[src/rtl/mem_stage_if.sv]
// Execute-to-memory bundle, data-memory req/gnt/rvalid bus and write-back bundle of the memory stage.
// slave is the stage's view; master is the surrounding pipeline/memory view.
interface mem_stage_if #(
    parameter int DATA_WIDTH = 32,
    parameter int ADDR_WIDTH = 32
);
    logic                  in_valid;
    logic                  in_ready;
    logic [DATA_WIDTH-1:0] opr_res;
    logic [DATA_WIDTH-1:0] opr_b;
    logic [4:0]            rd;
    logic [DATA_WIDTH-1:0] pc4;
    logic                  rf_en;
    logic                  dm_en;
    logic [1:0]            wb_sel;
    logic [2:0]            lsuop;

    logic                  dmem_req;
    logic                  dmem_we;
    logic [ADDR_WIDTH-1:0] dmem_addr;
    logic [3:0]            dmem_be;
    logic [DATA_WIDTH-1:0] dmem_wdata;
    logic                  dmem_gnt;
    logic                  dmem_rvalid;
    logic [DATA_WIDTH-1:0] dmem_rdata;

    logic                  wb_valid;
    logic [4:0]            wb_rd;
    logic                  wb_rf_en;
    logic [DATA_WIDTH-1:0] wb_data;
    logic                  misalign;

    modport slave (
        input  in_valid, opr_res, opr_b, rd, pc4, rf_en, dm_en, wb_sel, lsuop,
        output in_ready,
        output dmem_req, dmem_we, dmem_addr, dmem_be, dmem_wdata,
        input  dmem_gnt, dmem_rvalid, dmem_rdata,
        output wb_valid, wb_rd, wb_rf_en, wb_data, misalign
    );

    modport master (
        output in_valid, opr_res, opr_b, rd, pc4, rf_en, dm_en, wb_sel, lsuop,
        input  in_ready,
        input  dmem_req, dmem_we, dmem_addr, dmem_be, dmem_wdata,
        output dmem_gnt, dmem_rvalid, dmem_rdata,
        input  wb_valid, wb_rd, wb_rf_en, wb_data, misalign
    );
endinterface

[src/rtl/mem_stage.sv]
// Memory stage: aligns stores, extracts/extends loads, registers write-back. Latency 1 (ALU/misalign),
// 2+gnt wait (store), 3+gnt+rvalid wait (load); in_ready is low while a bus access is outstanding.
module mem_stage #(
    parameter int DATA_WIDTH = 32,
    parameter int ADDR_WIDTH = 32
) (
    input  logic       clk,
    input  logic       rst,
    mem_stage_if.slave bus
);
    typedef enum logic [1:0] {IDLE, REQ, RESP} state_t;

    localparam logic [2:0] LSU_B  = 3'b000;
    localparam logic [2:0] LSU_H  = 3'b001;
    localparam logic [2:0] LSU_W  = 3'b010;
    localparam logic [2:0] LSU_BU = 3'b100;
    localparam logic [2:0] LSU_HU = 3'b101;

    state_t                r_state;
    logic                  r_in_ready;
    logic                  r_req;
    logic                  r_we;
    logic [ADDR_WIDTH-1:0] r_addr;
    logic [3:0]            r_be;
    logic [DATA_WIDTH-1:0] r_wdata;
    logic [2:0]            r_lsuop;
    logic [1:0]            r_off;
    logic [4:0]            r_pend_rd;
    logic                  r_pend_rf_en;
    logic                  r_wb_valid;
    logic [4:0]            r_wb_rd;
    logic                  r_wb_rf_en;
    logic [DATA_WIDTH-1:0] r_wb_data;
    logic                  r_misalign;

    logic                  w_is_mem;
    logic                  w_legal;
    logic                  w_bad;
    logic [1:0]            w_off;
    logic [3:0]            w_be;
    logic [DATA_WIDTH-1:0] w_wdata;
    logic [DATA_WIDTH-1:0] w_alu_data;
    logic [7:0]            w_byte;
    logic [15:0]           w_half;
    logic [DATA_WIDTH-1:0] w_load_data;

    assign w_is_mem   = bus.dm_en || (bus.wb_sel == 2'b01);
    assign w_off      = bus.opr_res[1:0];
    assign w_alu_data = (bus.wb_sel == 2'b10) ? bus.pc4 : bus.opr_res;
    assign w_legal    = (bus.lsuop == LSU_B) || (bus.lsuop == LSU_H) || (bus.lsuop == LSU_W) ||
                        (bus.lsuop == LSU_BU) || (bus.lsuop == LSU_HU);
    assign w_bad      = !w_legal ||
                        ((bus.lsuop[1:0] == 2'b01) && w_off[0]) ||
                        ((bus.lsuop[1:0] == 2'b10) && (w_off != 2'b00));

    always_comb begin
        w_be    = 4'b1111;
        w_wdata = bus.opr_b;
        case (bus.lsuop[1:0])
            2'b00: begin
                w_be    = 4'b0001 << w_off;
                w_wdata = {4{bus.opr_b[7:0]}};
            end
            2'b01: begin
                w_be    = w_off[1] ? 4'b1100 : 4'b0011;
                w_wdata = {2{bus.opr_b[15:0]}};
            end
            default: ;
        endcase
    end

    // Lane select uses the offset captured at acceptance, since opr_res may change upstream.
    always_comb begin
        w_byte = bus.dmem_rdata[7:0];
        case (r_off)
            2'd1:    w_byte = bus.dmem_rdata[15:8];
            2'd2:    w_byte = bus.dmem_rdata[23:16];
            2'd3:    w_byte = bus.dmem_rdata[31:24];
            default: ;
        endcase
        w_half      = r_off[1] ? bus.dmem_rdata[31:16] : bus.dmem_rdata[15:0];
        w_load_data = bus.dmem_rdata;
        case (r_lsuop)
            LSU_B:   w_load_data = {{(DATA_WIDTH-8){w_byte[7]}}, w_byte};
            LSU_H:   w_load_data = {{(DATA_WIDTH-16){w_half[15]}}, w_half};
            LSU_BU:  w_load_data = {{(DATA_WIDTH-8){1'b0}}, w_byte};
            LSU_HU:  w_load_data = {{(DATA_WIDTH-16){1'b0}}, w_half};
            default: ;
        endcase
    end

    always_ff @(posedge clk) begin
        if (rst) begin
            r_state      <= IDLE;
            r_in_ready   <= 1'b0;
            r_req        <= 1'b0;
            r_we         <= 1'b0;
            r_addr       <= '0;
            r_be         <= '0;
            r_wdata      <= '0;
            r_lsuop      <= '0;
            r_off        <= '0;
            r_pend_rd    <= '0;
            r_pend_rf_en <= 1'b0;
            r_wb_valid   <= 1'b0;
            r_wb_rd      <= '0;
            r_wb_rf_en   <= 1'b0;
            r_wb_data    <= '0;
            r_misalign   <= 1'b0;
        end else begin
            r_wb_valid <= 1'b0;
            r_misalign <= 1'b0;
            case (r_state)
                IDLE: begin
                    r_in_ready <= 1'b1;
                    if (bus.in_valid && r_in_ready) begin
                        if (!w_is_mem) begin
                            r_wb_valid <= 1'b1;
                            r_wb_rd    <= bus.rd;
                            r_wb_rf_en <= bus.rf_en;
                            r_wb_data  <= w_alu_data;
                        end else if (w_bad) begin
                            r_wb_valid <= 1'b1;
                            r_misalign <= 1'b1;
                            r_wb_rd    <= bus.rd;
                            r_wb_rf_en <= 1'b0;
                            r_wb_data  <= '0;
                        end else begin
                            r_req        <= 1'b1;
                            r_we         <= bus.dm_en;
                            r_addr       <= {bus.opr_res[ADDR_WIDTH-1:2], 2'b00};
                            r_be         <= w_be;
                            r_wdata      <= w_wdata;
                            r_lsuop      <= bus.lsuop;
                            r_off        <= w_off;
                            r_pend_rd    <= bus.rd;
                            // A store only writes the register file when it also claims the MEM select.
                            r_pend_rf_en <= bus.dm_en ? (bus.rf_en && (bus.wb_sel == 2'b01)) : bus.rf_en;
                            r_in_ready   <= 1'b0;
                            r_state      <= REQ;
                        end
                    end
                end
                REQ: begin
                    if (bus.dmem_gnt) begin
                        r_req <= 1'b0;
                        if (r_we) begin
                            r_wb_valid <= 1'b1;
                            r_wb_rd    <= r_pend_rd;
                            r_wb_rf_en <= r_pend_rf_en;
                            r_wb_data  <= '0;
                            r_in_ready <= 1'b1;
                            r_state    <= IDLE;
                        end else begin
                            r_state <= RESP;
                        end
                    end
                end
                RESP: begin
                    if (bus.dmem_rvalid) begin
                        r_wb_valid <= 1'b1;
                        r_wb_rd    <= r_pend_rd;
                        r_wb_rf_en <= r_pend_rf_en;
                        r_wb_data  <= w_load_data;
                        r_in_ready <= 1'b1;
                        r_state    <= IDLE;
                    end
                end
                default: r_state <= IDLE;
            endcase
        end
    end

    assign bus.in_ready   = r_in_ready;
    assign bus.dmem_req   = r_req;
    assign bus.dmem_we    = r_we;
    assign bus.dmem_addr  = r_addr;
    assign bus.dmem_be    = r_be;
    assign bus.dmem_wdata = r_wdata;
    assign bus.wb_valid   = r_wb_valid;
    assign bus.wb_rd      = r_wb_rd;
    assign bus.wb_rf_en   = r_wb_rf_en;
    assign bus.wb_data    = r_wb_data;
    assign bus.misalign   = r_misalign;
endmodule

[src/flat_wrapper.sv]
// flat-port wrapper written by rule: the top's interface ports become plain ports
module mem_stage_flat 
#(
    parameter int DATA_WIDTH = 32,
    parameter int ADDR_WIDTH = 32
)
  (clk, rst, bus_in_valid, bus_opr_res, bus_opr_b, bus_rd, bus_pc4, bus_rf_en, bus_dm_en, bus_wb_sel, bus_lsuop, bus_in_ready, bus_dmem_req, bus_dmem_we, bus_dmem_addr, bus_dmem_be, bus_dmem_wdata, bus_dmem_gnt, bus_dmem_rvalid, bus_dmem_rdata, bus_wb_valid, bus_wb_rd, bus_wb_rf_en, bus_wb_data, bus_misalign);
  mem_stage_if #(.DATA_WIDTH(DATA_WIDTH), .ADDR_WIDTH(ADDR_WIDTH)) bus_i ();
  input  logic clk;
  input  logic rst;
  input wire logic [$bits(bus_i.in_valid)-1:0] bus_in_valid;
  input wire logic [$bits(bus_i.opr_res)-1:0] bus_opr_res;
  input wire logic [$bits(bus_i.opr_b)-1:0] bus_opr_b;
  input wire logic [$bits(bus_i.rd)-1:0] bus_rd;
  input wire logic [$bits(bus_i.pc4)-1:0] bus_pc4;
  input wire logic [$bits(bus_i.rf_en)-1:0] bus_rf_en;
  input wire logic [$bits(bus_i.dm_en)-1:0] bus_dm_en;
  input wire logic [$bits(bus_i.wb_sel)-1:0] bus_wb_sel;
  input wire logic [$bits(bus_i.lsuop)-1:0] bus_lsuop;
  output wire logic [$bits(bus_i.in_ready)-1:0] bus_in_ready;
  output wire logic [$bits(bus_i.dmem_req)-1:0] bus_dmem_req;
  output wire logic [$bits(bus_i.dmem_we)-1:0] bus_dmem_we;
  output wire logic [$bits(bus_i.dmem_addr)-1:0] bus_dmem_addr;
  output wire logic [$bits(bus_i.dmem_be)-1:0] bus_dmem_be;
  output wire logic [$bits(bus_i.dmem_wdata)-1:0] bus_dmem_wdata;
  input wire logic [$bits(bus_i.dmem_gnt)-1:0] bus_dmem_gnt;
  input wire logic [$bits(bus_i.dmem_rvalid)-1:0] bus_dmem_rvalid;
  input wire logic [$bits(bus_i.dmem_rdata)-1:0] bus_dmem_rdata;
  output wire logic [$bits(bus_i.wb_valid)-1:0] bus_wb_valid;
  output wire logic [$bits(bus_i.wb_rd)-1:0] bus_wb_rd;
  output wire logic [$bits(bus_i.wb_rf_en)-1:0] bus_wb_rf_en;
  output wire logic [$bits(bus_i.wb_data)-1:0] bus_wb_data;
  output wire logic [$bits(bus_i.misalign)-1:0] bus_misalign;
  assign bus_i.in_valid = bus_in_valid;
  assign bus_i.opr_res = bus_opr_res;
  assign bus_i.opr_b = bus_opr_b;
  assign bus_i.rd = bus_rd;
  assign bus_i.pc4 = bus_pc4;
  assign bus_i.rf_en = bus_rf_en;
  assign bus_i.dm_en = bus_dm_en;
  assign bus_i.wb_sel = bus_wb_sel;
  assign bus_i.lsuop = bus_lsuop;
  assign bus_in_ready = bus_i.in_ready;
  assign bus_dmem_req = bus_i.dmem_req;
  assign bus_dmem_we = bus_i.dmem_we;
  assign bus_dmem_addr = bus_i.dmem_addr;
  assign bus_dmem_be = bus_i.dmem_be;
  assign bus_dmem_wdata = bus_i.dmem_wdata;
  assign bus_i.dmem_gnt = bus_dmem_gnt;
  assign bus_i.dmem_rvalid = bus_dmem_rvalid;
  assign bus_i.dmem_rdata = bus_dmem_rdata;
  assign bus_wb_valid = bus_i.wb_valid;
  assign bus_wb_rd = bus_i.wb_rd;
  assign bus_wb_rf_en = bus_i.wb_rf_en;
  assign bus_wb_data = bus_i.wb_data;
  assign bus_misalign = bus_i.misalign;
  mem_stage #(.DATA_WIDTH(DATA_WIDTH), .ADDR_WIDTH(ADDR_WIDTH)) u_core (.clk(clk), .rst(rst), .bus(bus_i));
endmodule
[config.mk]
export PLATFORM = sky130hd
export DESIGN_NAME = mem_stage_flat
export DESIGN_NICKNAME = d
export VERILOG_FILES = /design/src/rtl/mem_stage_if.sv /design/src/rtl/mem_stage.sv /design/src/flat_wrapper.sv
export SDC_FILE = /design/constraint.sdc
export NUM_CORES = 1
export LEC_CHECK = 0
export ABC_AREA = 1
export BUFFER_PORTS_ARGS = -buffer_cell sky130_fd_sc_hd__buf_2
export CAP_MARGIN = 30
export CELL_PAD_IN_SITES_DETAIL_PLACEMENT = 0
export CELL_PAD_IN_SITES_GLOBAL_PLACEMENT = 1
export CORE_MARGIN = 1
export CORE_UTILIZATION = 30
export DETAILED_ROUTE_END_ITERATION = 7
export GPL_TIMING_DRIVEN = 0
export PLACE_DENSITY = 0.81
export SLEW_MARGIN = 20
export SYNTH_ARGS = -nofsm -noshare
export SYNTH_HDL_FRONTEND = slang
export SYNTH_SLANG_ARGS = --single-unit
[constraint.sdc]
create_clock -name clk -period 1.8 [get_ports clk]
set_input_delay 0.18 -clock clk [delete_from_list [all_inputs] [get_ports clk]]
set_output_delay 0.18 -clock clk [all_outputs]
set_load 0.02 [all_outputs]
==> qor.csv <==
metric;value;unit
nets;1514;
cp-start-kind;flop;
p_leak;4.80;nW
cp_num_buf_inv;3;
drt_iter0_markers;531;
hold_depth;3;
routed_wirelength;26800;um
start_util;30.9;%
p_sw;0.00262;W
clock-sinks;122;
ctsRootBufferMaster;clkbuf_16;
maxCapViolations;0;
clockPowerShare;43.7;%
std_cell_rows;53;
wl_per_cell;16.2;um
clk_pin_slew;60;ps
vias_per_cell;4.73;
cp.required;2120;ps
fp.dieArea;0.0225;mm2
finalWorstPathRequiredPeriod;1750;ps
rsz0062_at_grt;true;
syn_area_per_cell;6.12;um2
final_area;0.00926;mm2
drc;0;
netlist_instances;1074;
power;0.00838;W
grt_first_pass_wirelength;40000;um
cts_made_buffers;17;
final_cell_mix;nand2_1 (338), buf_2 (263), nor2_1 (173);
grt_antenna_before_repair;7;
r2r_cells;10;
post_dp_cell_area;0.00818;mm2
first_pass_iters;7;
worstSetupPathType;reg -> reg;
design.portCount;256;
fmax;570;MHz
fin_util;43.5;%
power.density;905;mW/mm2
die_w;150;um
die_height;150;um
yosysWarningCount;0;
path_depth;10;
cts_max_level;4;
critPathCaptureType;flop;
grtUsageTotal;23.6;%
finalSetupViolCount;0;
drv_slew;0;
stdcell_count;1659;
finClkSkew;9.24;ps
grt_pass1_vias;7218;
cts_tree;yes;
grt-ovfl-total;0;
worst_slew_pin_slew;681;ps
worstPathCellList;buf_4 > ha_4 > nand2_2 > nand2_2 > nor3_4 > buf_6 > buf_8 > nand3_1 > a21oi_2 > nor2_1;
dp.cells;1601;
path_delay_family;simple AND/OR/NAND/NOR gates;
ys_seq_elements;122;
synthToLayoutAreaGrowth;40.8;%
internal_power;0.00576;W
coreArea;0.0213;mm2
slowest_stage;dfxtp_2;
clk_latency;420;ps
hold_viol;0;
fin_crit_sh;97.4;%
outcome;finished clean;
num_vias;7854;
ant_nets;0;
cpPeakStageDelay;330;ps
worstPathMaxFanout;10;
arrival;2070;ps
synth-seq-area-share;37.1;%
p_seq_share;35.3;%
hp-class;in -> reg;
ir_drop;0.000544;V
swShare;31.3;%
grt_max_degree;17;
gp_congestion;0.912;
slew-limit-headroom;54.6;%
critPathMostFrequentCell;nand2_2;
port_buffers;251;
fill_cells;2380;
dpl.hpwl;20900;um
final_common_cell;nand2_1;
drive_gt1_share;27.9;%
clock_path_buffers;2;
syn_area;0.00658;mm2
comb_power_share;21.1;%
synth.distinct_cells;31;
[flip-flops by register name, summed over array words and instances (netlist names), 2 cells and up]
name	cells
u_core.bus.wb_rd	5
u_core.r_pend_rd	5
u_core.r_off	2
u_core.bus.wb_data	32
u_core.r_lsuop	3
u_core.bus.dmem_addr	30
u_core.bus.dmem_wdata	32
u_core.bus.dmem_be	4
u_core.r_state	2
[kinds of logic after synthesis]
kind of cell | after synthesis | synth area share [%]
AO/OA/AOI/OAI | 170 | 13.5
AND/OR/NAND/NOR | 630 | 39.0
adder cells (fa/ha/maj) | 4 | 0.761
buffers and inverters | 147 | 9.53
other | 1 | 0.0570
flip-flops | 122 | 37.1
[per-stage QoR]
step | hold WS [ps] | TNS [ps] | worst slack, ps
after floorplan | 315 | 0 | 108
after global placement | 422 | -9590 | -325
after detailed placement | 426 | -10760 | -347
after CTS | 0.0325 | 0 | 5.83
after global routing | 14.7 | -508 | -37.4
final | 7.14 | 0 | 46.3
[what timing repair did]
item	in CTS	in global routing
setup endpoints to repair	52	56
gates cloned	1	1
gates resized for setup	34	55
hold buffers	8	0
setup buffers	6	4
pin swaps	4	7
endpoints found under the hold margin	8	0
[Yosys cell counts, drive strengths merged]
cell | count | area, um2
inv | 75 | 282
nand3b | 1 | 7.51
nand3 | 95 | 485
and3 | 1 | 6.26
dfxtp | 122 | 2440
clkbuf | 31 | 116
nor3 | 1 | 10.0
conb | 1 | 3.75
nand2 | 349 | 1320
a21oi | 83 | 415
a31oi | 1 | 6.26
a41oi | 1 | 8.76
nor2 | 177 | 682
clkinv | 1 | 3.75
a21boi | 1 | 7.51
o21bai | 1 | 7.51
ha | 4 | 50.1
nand4 | 4 | 40.0
buf | 40 | 225
o21ai | 73 | 365
and2 | 2 | 12.5
o211ai | 10 | 75.1
[cell type report]
cell class                      count  area (um2)  share of cell area [%]
Antenna cell                        6        15.0                   0.162
Inverter                           76         290                    3.13
Timing Repair Buffer              271        1440                    15.5
Clock buffer                       18         439                    4.74
Tap cell                          275         344                    3.72
Buffer                             71         434                    4.69
Clock inverter                     14         186                    2.01
Sequential cell                   122        2450                    26.4
Multi-Input combinational cell    806        3670                    39.6
[final timing paths]
check                             start                       to  slack, ps
hold reg to reg   u_core.bus.wb_data[1]    u_core.bus.wb_data[1]        460
setup / recovery      u_core.r_state[0]   u_core.bus.wb_data[29]         50
hold / removal           bus_opr_res[2]  u_core.bus.dmem_addr[2]          7
setup reg to reg      u_core.r_state[0]   u_core.bus.wb_data[29]         50
[per-layer routing]
metal  wire length [um]  up-vias  GRT usage, %
met3               1760       45          4.36
met4                655        2          8.79
met1              12300     3533          31.5
li1                   -     3988             -
met2              12100      286          37.5
met5                  8        -             0
[power groups by stage]
stage | logic (W) | clock network [W] | registers [W]
6_report | 0.00176 | 0.00366 | 0.00296
2_1_floorplan | 0.000781 | 0 | 0.00319
3_3_place_gp | 0.00159 | 0 | 0.00301
4_1_cts | 0.00168 | 0.00370 | 0.00296
3_5_place_dp | 0.00160 | 0 | 0.00302
5_1_grt | 0.00195 | 0.00382 | 0.00297
[worst register-to-register path, cell delays in order (launching register included)]
cell,delay [ps]
dfxtp_2,330
buf_4,140
ha_4,170
nand2_2,90
nand2_2,80
nor3_4,180
buf_6,170
buf_8,140
nand3_1,130
a21oi_2,170
nor2_1,50
(Power assumes the default switching activity.)
